**config.mk**
```make
export PLATFORM = sky130hd
export DESIGN_NAME = gfx256_zbuffer
export DESIGN_NICKNAME = d
export VERILOG_FILES = /design/src/rtl/gfx256_pkg.sv /design/src/rtl/gfx256_zbuffer.sv
export SDC_FILE = /design/constraint.sdc
export NUM_CORES = 1
export LEC_CHECK = 0
export ABC_AREA = 1
export BUFFER_PORTS_ARGS = -buffer_cell sky130_fd_sc_hd__buf_2
export CORE_ASPECT_RATIO = 1.4
export CORE_MARGIN = 5
export CORE_UTILIZATION = 58
export CTS_CLUSTER_DIAMETER = 30
export CTS_CLUSTER_SIZE = 30
export DETAILED_ROUTE_END_ITERATION = 10
export PLACE_DENSITY = 0.86
export SLEW_MARGIN = 20
export SYNTH_ARGS = -nofsm -noshare
export SYNTH_HDL_FRONTEND = slang
export SYNTH_SLANG_ARGS = --single-unit
```
**constraint.sdc**
```tcl
create_clock -name clk_i -period 1.9 [get_ports clk_i]
set_input_delay 0 -clock clk_i [delete_from_list [all_inputs] [get_ports clk_i]]
set_output_delay 0 -clock clk_i [all_outputs]
set_load 0.005 [all_outputs]
```
**src/rtl/gfx256_pkg.sv**
```systemverilog
// Shared types and constants for the gfx256 depth-test stage.
package gfx256_pkg;

    typedef enum logic [2:0] {
        IDLE,
        ZREAD,
        ZCMP,
        WRITE,
        ACK
    } zbuf_state_t;

    localparam int ZBUF_BYTES_PER_PIXEL = 2;

endpackage

```
**src/rtl/gfx256_zbuffer.sv**
```systemverilog
// Depth-test stage: reads the stored depth for each fragment, forwards passing
// fragments downstream and discards failing ones, one fragment in flight.
module gfx256_zbuffer
    import gfx256_pkg::*;
#(
    parameter int point_width = 16
) (
    input  logic                   clk_i,
    input  logic                   rst_ni,
    input  logic                   write_i,
    output logic                   ack_o,
    input  logic [point_width-1:0] x_i,
    input  logic [point_width-1:0] y_i,
    input  logic [point_width-1:0] z_i,
    input  logic [31:0]            color_i,
    input  logic [point_width-1:0] u_i,
    input  logic [point_width-1:0] v_i,
    input  logic [7:0]             a_i,
    input  logic                   zbuffer_enable_i,
    input  logic [31:0]            zbuffer_base_i,
    input  logic [point_width-1:0] target_width_i,
    output logic                   z_request_o,
    output logic [31:0]            z_addr_o,
    input  logic                   z_ack_i,
    input  logic [point_width-1:0] z_data_i,
    output logic                   write_o,
    input  logic                   ack_i,
    output logic [point_width-1:0] x_o,
    output logic [point_width-1:0] y_o,
    output logic [point_width-1:0] z_o,
    output logic [31:0]            color_o,
    output logic [point_width-1:0] u_o,
    output logic [point_width-1:0] v_o,
    output logic [7:0]             a_o
);

    zbuf_state_t            state;
    zbuf_state_t            state_next;
    logic [point_width-1:0] stored_z;
    logic [31:0]            pixel_index;
    logic                   depth_pass;
    logic                   capture;

    // Product and sum deliberately truncate to 32 bits so the address wraps.
    assign pixel_index = 32'(y_i) * 32'(target_width_i) + 32'(x_i);
    assign depth_pass  = $signed(z_o) >= $signed(stored_z);
    assign capture     = (state == IDLE) && write_i;

    always_ff @(posedge clk_i or negedge rst_ni) begin
        if (!rst_ni) begin
            state <= IDLE;
        end else begin
            state <= state_next;
        end
    end

    always_comb begin
        state_next = state;
        unique case (state)
            IDLE:    if (write_i) state_next = zbuffer_enable_i ? ZREAD : WRITE;
            ZREAD:   if (z_ack_i) state_next = ZCMP;
            ZCMP:    state_next = depth_pass ? WRITE : ACK;
            WRITE:   if (ack_i) state_next = ACK;
            ACK:     state_next = IDLE;
            default: state_next = IDLE;
        endcase
    end

    // Handshake outputs are registered; write_o fires only on entry to WRITE.
    always_ff @(posedge clk_i or negedge rst_ni) begin
        if (!rst_ni) begin
            write_o     <= 1'b0;
            ack_o       <= 1'b0;
            z_request_o <= 1'b0;
            z_addr_o    <= '0;
            stored_z    <= '0;
            x_o         <= '0;
            y_o         <= '0;
            z_o         <= '0;
            color_o     <= '0;
            u_o         <= '0;
            v_o         <= '0;
            a_o         <= '0;
        end else begin
            write_o     <= (state_next == WRITE) && (state != WRITE);
            ack_o       <= (state == ACK);
            z_request_o <= (state_next == ZREAD);
            if (capture) begin
                z_addr_o <= zbuffer_base_i + pixel_index * 32'(ZBUF_BYTES_PER_PIXEL);
                x_o      <= x_i;
                y_o      <= y_i;
                z_o      <= z_i;
                color_o  <= color_i;
                u_o      <= u_i;
                v_o      <= v_i;
                a_o      <= a_i;
            end
            if ((state == ZREAD) && z_ack_i) begin
                stored_z <= z_data_i;
            end
        end
    end

endmodule

```
==> qor.csv, run 1 <==
metric,value,unit
Stop Error,[ERROR GRT-0232] Routing congestion too high. Check the congestion heatmap in the GUI.,
stage reached,global routing (5_1_grt),
Post-Place Cell Area,22700,um^2
Synth top area share,23.7,%
placed wire-length estimate,48600,um
total track usage,77.3,%
"Top FF cell, synth",dfrtp_1,
Post-Synth Adder-Cell Area,33.1,%
"Warnings, synthesis",0,
io pins,345,
Post-synth ARST share,100,%
row count,77,
Die Y,221,um
largest family of logic cells by synthesized area,adder cells,
Post-synth top cells,"nand2_1 (852), inv_1 (500), fa_1 (210), dfrtp_1 (174), ha_1 (150)",
CTS Buf Count,17,
most used standard cell by instance count after synthesis,nand2_1,
"Seq/Total Area, Yosys",23.7,%
dpl cells,3309,
"Avg Cell Area, Syn",7.61,um^2
synth top area cells,"dfrtp_1 (24%), fa_1 (23%), nand2_1 (17%)",
placer congestion estimate,0.935,
Die Wd,160,um
count of flip-flops with a built-in enable after synthesis,0,
Synth Area in Compound Gates,5.38,%
XOR/XNOR share of the synthesized area,1.95,%
synthesized instance count,2414,
largest net degree at the start of global routing,79,
initial antenna violation count,15,
cell taking the most area after synthesis,dfrtp_1,
H-tree levels,4,
IO Port Bufs,344,
worst_ep grt,z_addr_o[31]$_DFFE_PN0P_/D,
outcome,aborted with a tool error,
worst-case clock buffer depth,2,
mux contribution to synthesized area,0.0613,%
simple-gate area share of the yosys netlist,23.3,%
Starting Density,58.5,%
post-synthesis cell type count,43,
Syn Nets,2964,
number of synthesized register bits,174,
WEP type,register data pin,
clk root buf,clkbuf_16,
CTS sink cnt,174,
DP Worst Slack,-4.48,ns
GR Overflow Total,132,
synthesized area,18400,um^2
==> logic make-up after synthesis <==
kind of cell / Yosys count
AND/OR/NAND/NOR: 1066
buffers and inverters: 602
adder cells (fa/ha/maj): 360
flip-flops: 174
AO/OA/AOI/OAI: 170
XOR/XNOR: 41
multiplexers: 1
==> routing by layer <==
metal / track usage (%) / GRT overflow
met2: 94.5 / 73
met5: 35.7 / 0
met3: 64.5 / 4
met4: 79.1 / 50
met1: 73.8 / 5
==> repair_timing <==
| action | 4_1_cts |
|---|---|
| pin swaps | 134 |
| resized for setup | 366 |
| endpoints found under the setup margin | 31 |
| hold buffers | 135 |
| hold endpoints to repair | 290 |
| setup buffers | 33 |
| gates cloned | 2 |
==> per-stage QoR <==
step,TNS [ns],hold slack [ns]
floorplan,-88.95,-0.296
global placement,-107.40,-0.0235
detailed placement,-109.79,-0.0179
CTS,-88.34,0.00600
==> inputs of run 2 (changes only) <==
--- a/config.mk
+++ b/config.mk
@@ -7,13 +7,10 @@
 export LEC_CHECK = 0
 export ABC_AREA = 1
 export BUFFER_PORTS_ARGS = -buffer_cell sky130_fd_sc_hd__buf_2
-export CORE_ASPECT_RATIO = 1.4
 export CORE_MARGIN = 5
-export CORE_UTILIZATION = 58
-export CTS_CLUSTER_DIAMETER = 30
-export CTS_CLUSTER_SIZE = 30
+export CORE_UTILIZATION = 40
 export DETAILED_ROUTE_END_ITERATION = 10
-export PLACE_DENSITY = 0.86
+export PLACE_DENSITY_LB_ADDON = 0.15
 export SLEW_MARGIN = 20
 export SYNTH_ARGS = -nofsm -noshare
 export SYNTH_HDL_FRONTEND = slang
==> qor.csv, run 2 <==
metric,value,unit,change
worst clock skew,0.0149,ns,
Post-route DRC,0,,
CP max stage cell,fa_1,,
max_cap viols,0,,
Worst Path Max Fanout,5,,
Starting DRT DRC Count,1004,,
number of synthesized register bits,174,,unchanged
Starting Density,40.5,%,was 58.5%
Multi-input gate area,14100,um^2,
worst path required time,2.32,ns,
total track usage,23.7,%,
"Warnings, synthesis",0,,unchanged
most frequent CP cell,fa_1,,
Post-DRT Antenna Nets,0,,
Post-synth ARST share,100,%,unchanged
most frequent cells in the layout,"nand2_1 (752), inv_1 (426), buf_2 (312), buf_4 (255), fa_1 (195)",,
"most common cell after layout, fill and taps aside",nand2_1,,
vias in the first global route,18600,,
biggest regs,"color_o x32, z_addr_o x32",,
most used standard cell by instance count after synthesis,nand2_1,,unchanged
Max-slew headroom,58.8,%,
CTS tree,done,,
WHS,-0.0235,ns,
Syn Nets,2964,,unchanged
outcome,finished with violations,,was aborted with a tool error
placed wire-length estimate,47300,um,was 48600 um
synthesized area,18400,um^2,unchanged
final number of hold-violating endpoints,1,,
fmax,178,MHz,
H-tree levels,4,,unchanged
Post-synth top cells,"nand2_1 (852), inv_1 (500), fa_1 (210), dfrtp_1 (174), ha_1 (150)",,unchanged
WL per Instance,16.2,um,
Crit path largest cell delay,0.55,ns,
Core ar.,45400,um^2,
fill cell count,3940,,
fin crit period,5.62,ns,
dpl cells,3524,,was 3309
Pre-Repair DR Iteration Count,5,,
register area,4350,um^2,
"Seq/Total Area, Yosys",23.7,%,unchanged
"Top FF cell, synth",dfrtp_1,,unchanged
cell taking the most area after synthesis,dfrtp_1,,unchanged
placer congestion estimate,0.901,,was 0.935
initial antenna violation count,2,,
CTS sink cnt,174,,unchanged
final std cells w/o fill,3759,,
total wire length,60700,um,
largest net degree at the start of global routing,64,,
IO Port Bufs,344,,unchanged
failing checks,"hold timing, setup timing",,
Max Slew Vio Count,0,,
routed vias/inst,4.76,,
worst hold path type,input pin to register,,
worst skew pair latency,0.48,ns,
layout cells sized above 1,36.3,%,
Worst Setup End Kind,register,,
"Avg Cell Area, Syn",7.61,um^2,unchanged
CP startpoint kind,input pin,,
CTS Buf Count,17,,unchanged
via count,17900,,
Area Growth Syn to Fin,52.5,%,
Die Y,224,um,was 221 um
Die Wd,224,um,was 160 um
synthesized instance count,2414,,unchanged
post-synthesis cell type count,43,,unchanged
Critical Path AT,6.04,ns,
Setup CP Type,input pin to register,,
count of flip-flops with a built-in enable after synthesis,0,,unchanged
Tcrit/Tclk final,296,%,
worst-case clock buffer depth,2,,unchanged
GR Overflow Total,0,,
DP Worst Slack,-4.52,ns,was -4.48 ns
clk root buf,clkbuf_16,,unchanged
fin nets,3694,,
Slew @ Worst Pin,0.619,ns,
first-pass GRT wire length,96200,um,
row count,78,,was 77
Final WS setup,-3.72,ns,
RSZ-0062 raised after global routing,true,,
Setup Viol. Count Final,29,,
synth top area cells,"dfrtp_1 (24%), fa_1 (23%), nand2_1 (17%)",,unchanged
Clock transition at path regs,0.09,ns,
Synth top area share,23.7,%,unchanged
die area,50300,um^2,
io pins,345,,unchanged
## run 2: what timing repair did
item,4_1_cts,5_1_grt
gates resized for setup,336,250
endpoints found under the setup margin,29,32
buffers inserted,42,22
cloned,0,4
endpoints found under the hold margin,307,1
pin swaps,138,124
hold buffers,142,1
## run 2: path summary, 6_finish.rpt
path / startpoint / endpoint / slack, ns / cells after the start
setup reg to reg: z_o[2] / write_o / 0.09 / 15
setup / recovery: y_i[7] / z_addr_o[30] / -3.72 / 31
hold / removal: x_i[0] / z_addr_o[1] / -0.02 / 5
max in group asynchronous: rst_ni / y_o[4] / 1.11 / 3
min in group asynchronous: rst_ni / z_o[13] / 0.08 / 2
hold reg to reg: color_o[11] / color_o[11] / 0.47 / 2
## run 2: through the flow
stage	cell area, um^2	utilization (%)	TNS (ns)
2_1_floorplan	19400	-	-88.95
3_3_place_gp	23100	50.9	-109.72
3_5_place_dp	23100	50.9	-110.09
4_1_cts	26800	59.1	-87.23
5_1_grt	28000	61.7	-92.37
6_report	28000	61.7	-87.31
## run 2: layout make-up
type | count | area share, %
multi-input combinational | 1638 | 50.2
timing repair buffer | 811 | 22.6
sequential | 174 | 15.5
inverter | 502 | 6.79
tap | 600 | 2.68
clock buffer | 17 | 1.52
clock inverter | 15 | 0.656
antenna | 2 | 0.0179
## run 2: cell families (layout without fill, tap and decap cells)
| group | Yosys count | count (layout) | share of synthesized area, % |
|---|---|---|---|
| multiplexers | 1 | 1 | 0.0613 |
| adder cells (fa/ha/maj) | 360 | 360 | 33.1 |
| other | 0 | 2 | 0 |
| flip-flops | 174 | 174 | 23.7 |
| AND/OR/NAND/NOR | 1066 | 1066 | 23.3 |
| AO/OA/AOI/OAI | 170 | 170 | 5.38 |
| XOR/XNOR | 41 | 41 | 1.95 |
| buffers and inverters | 602 | 1345 | 12.5 |
## run 2: critical path: cells and delay by family
kind	cells	cell delay (ns)
AOI/OAI and AO/OA	7	1.05
adders and majority gates	8	3.64
xor gates and xnor gates	1	0.20
and+or+nand+nor	7	0.52
buffers and inverters	8	0.64
## run 2: metal layers
metal	GRT usage [%]	vias to the layer above	routed length (um)
li1	-	8614	-
met3	3.47	98	2380
met5	0	-	0
met4	6.74	0	1560
met2	41.9	398	31000
met1	30.4	8770	25800
Power of run 2 is left out: the tool's default activity adds up to more than one toggle a clock period on the data nets, which glitch-free logic cannot reach.
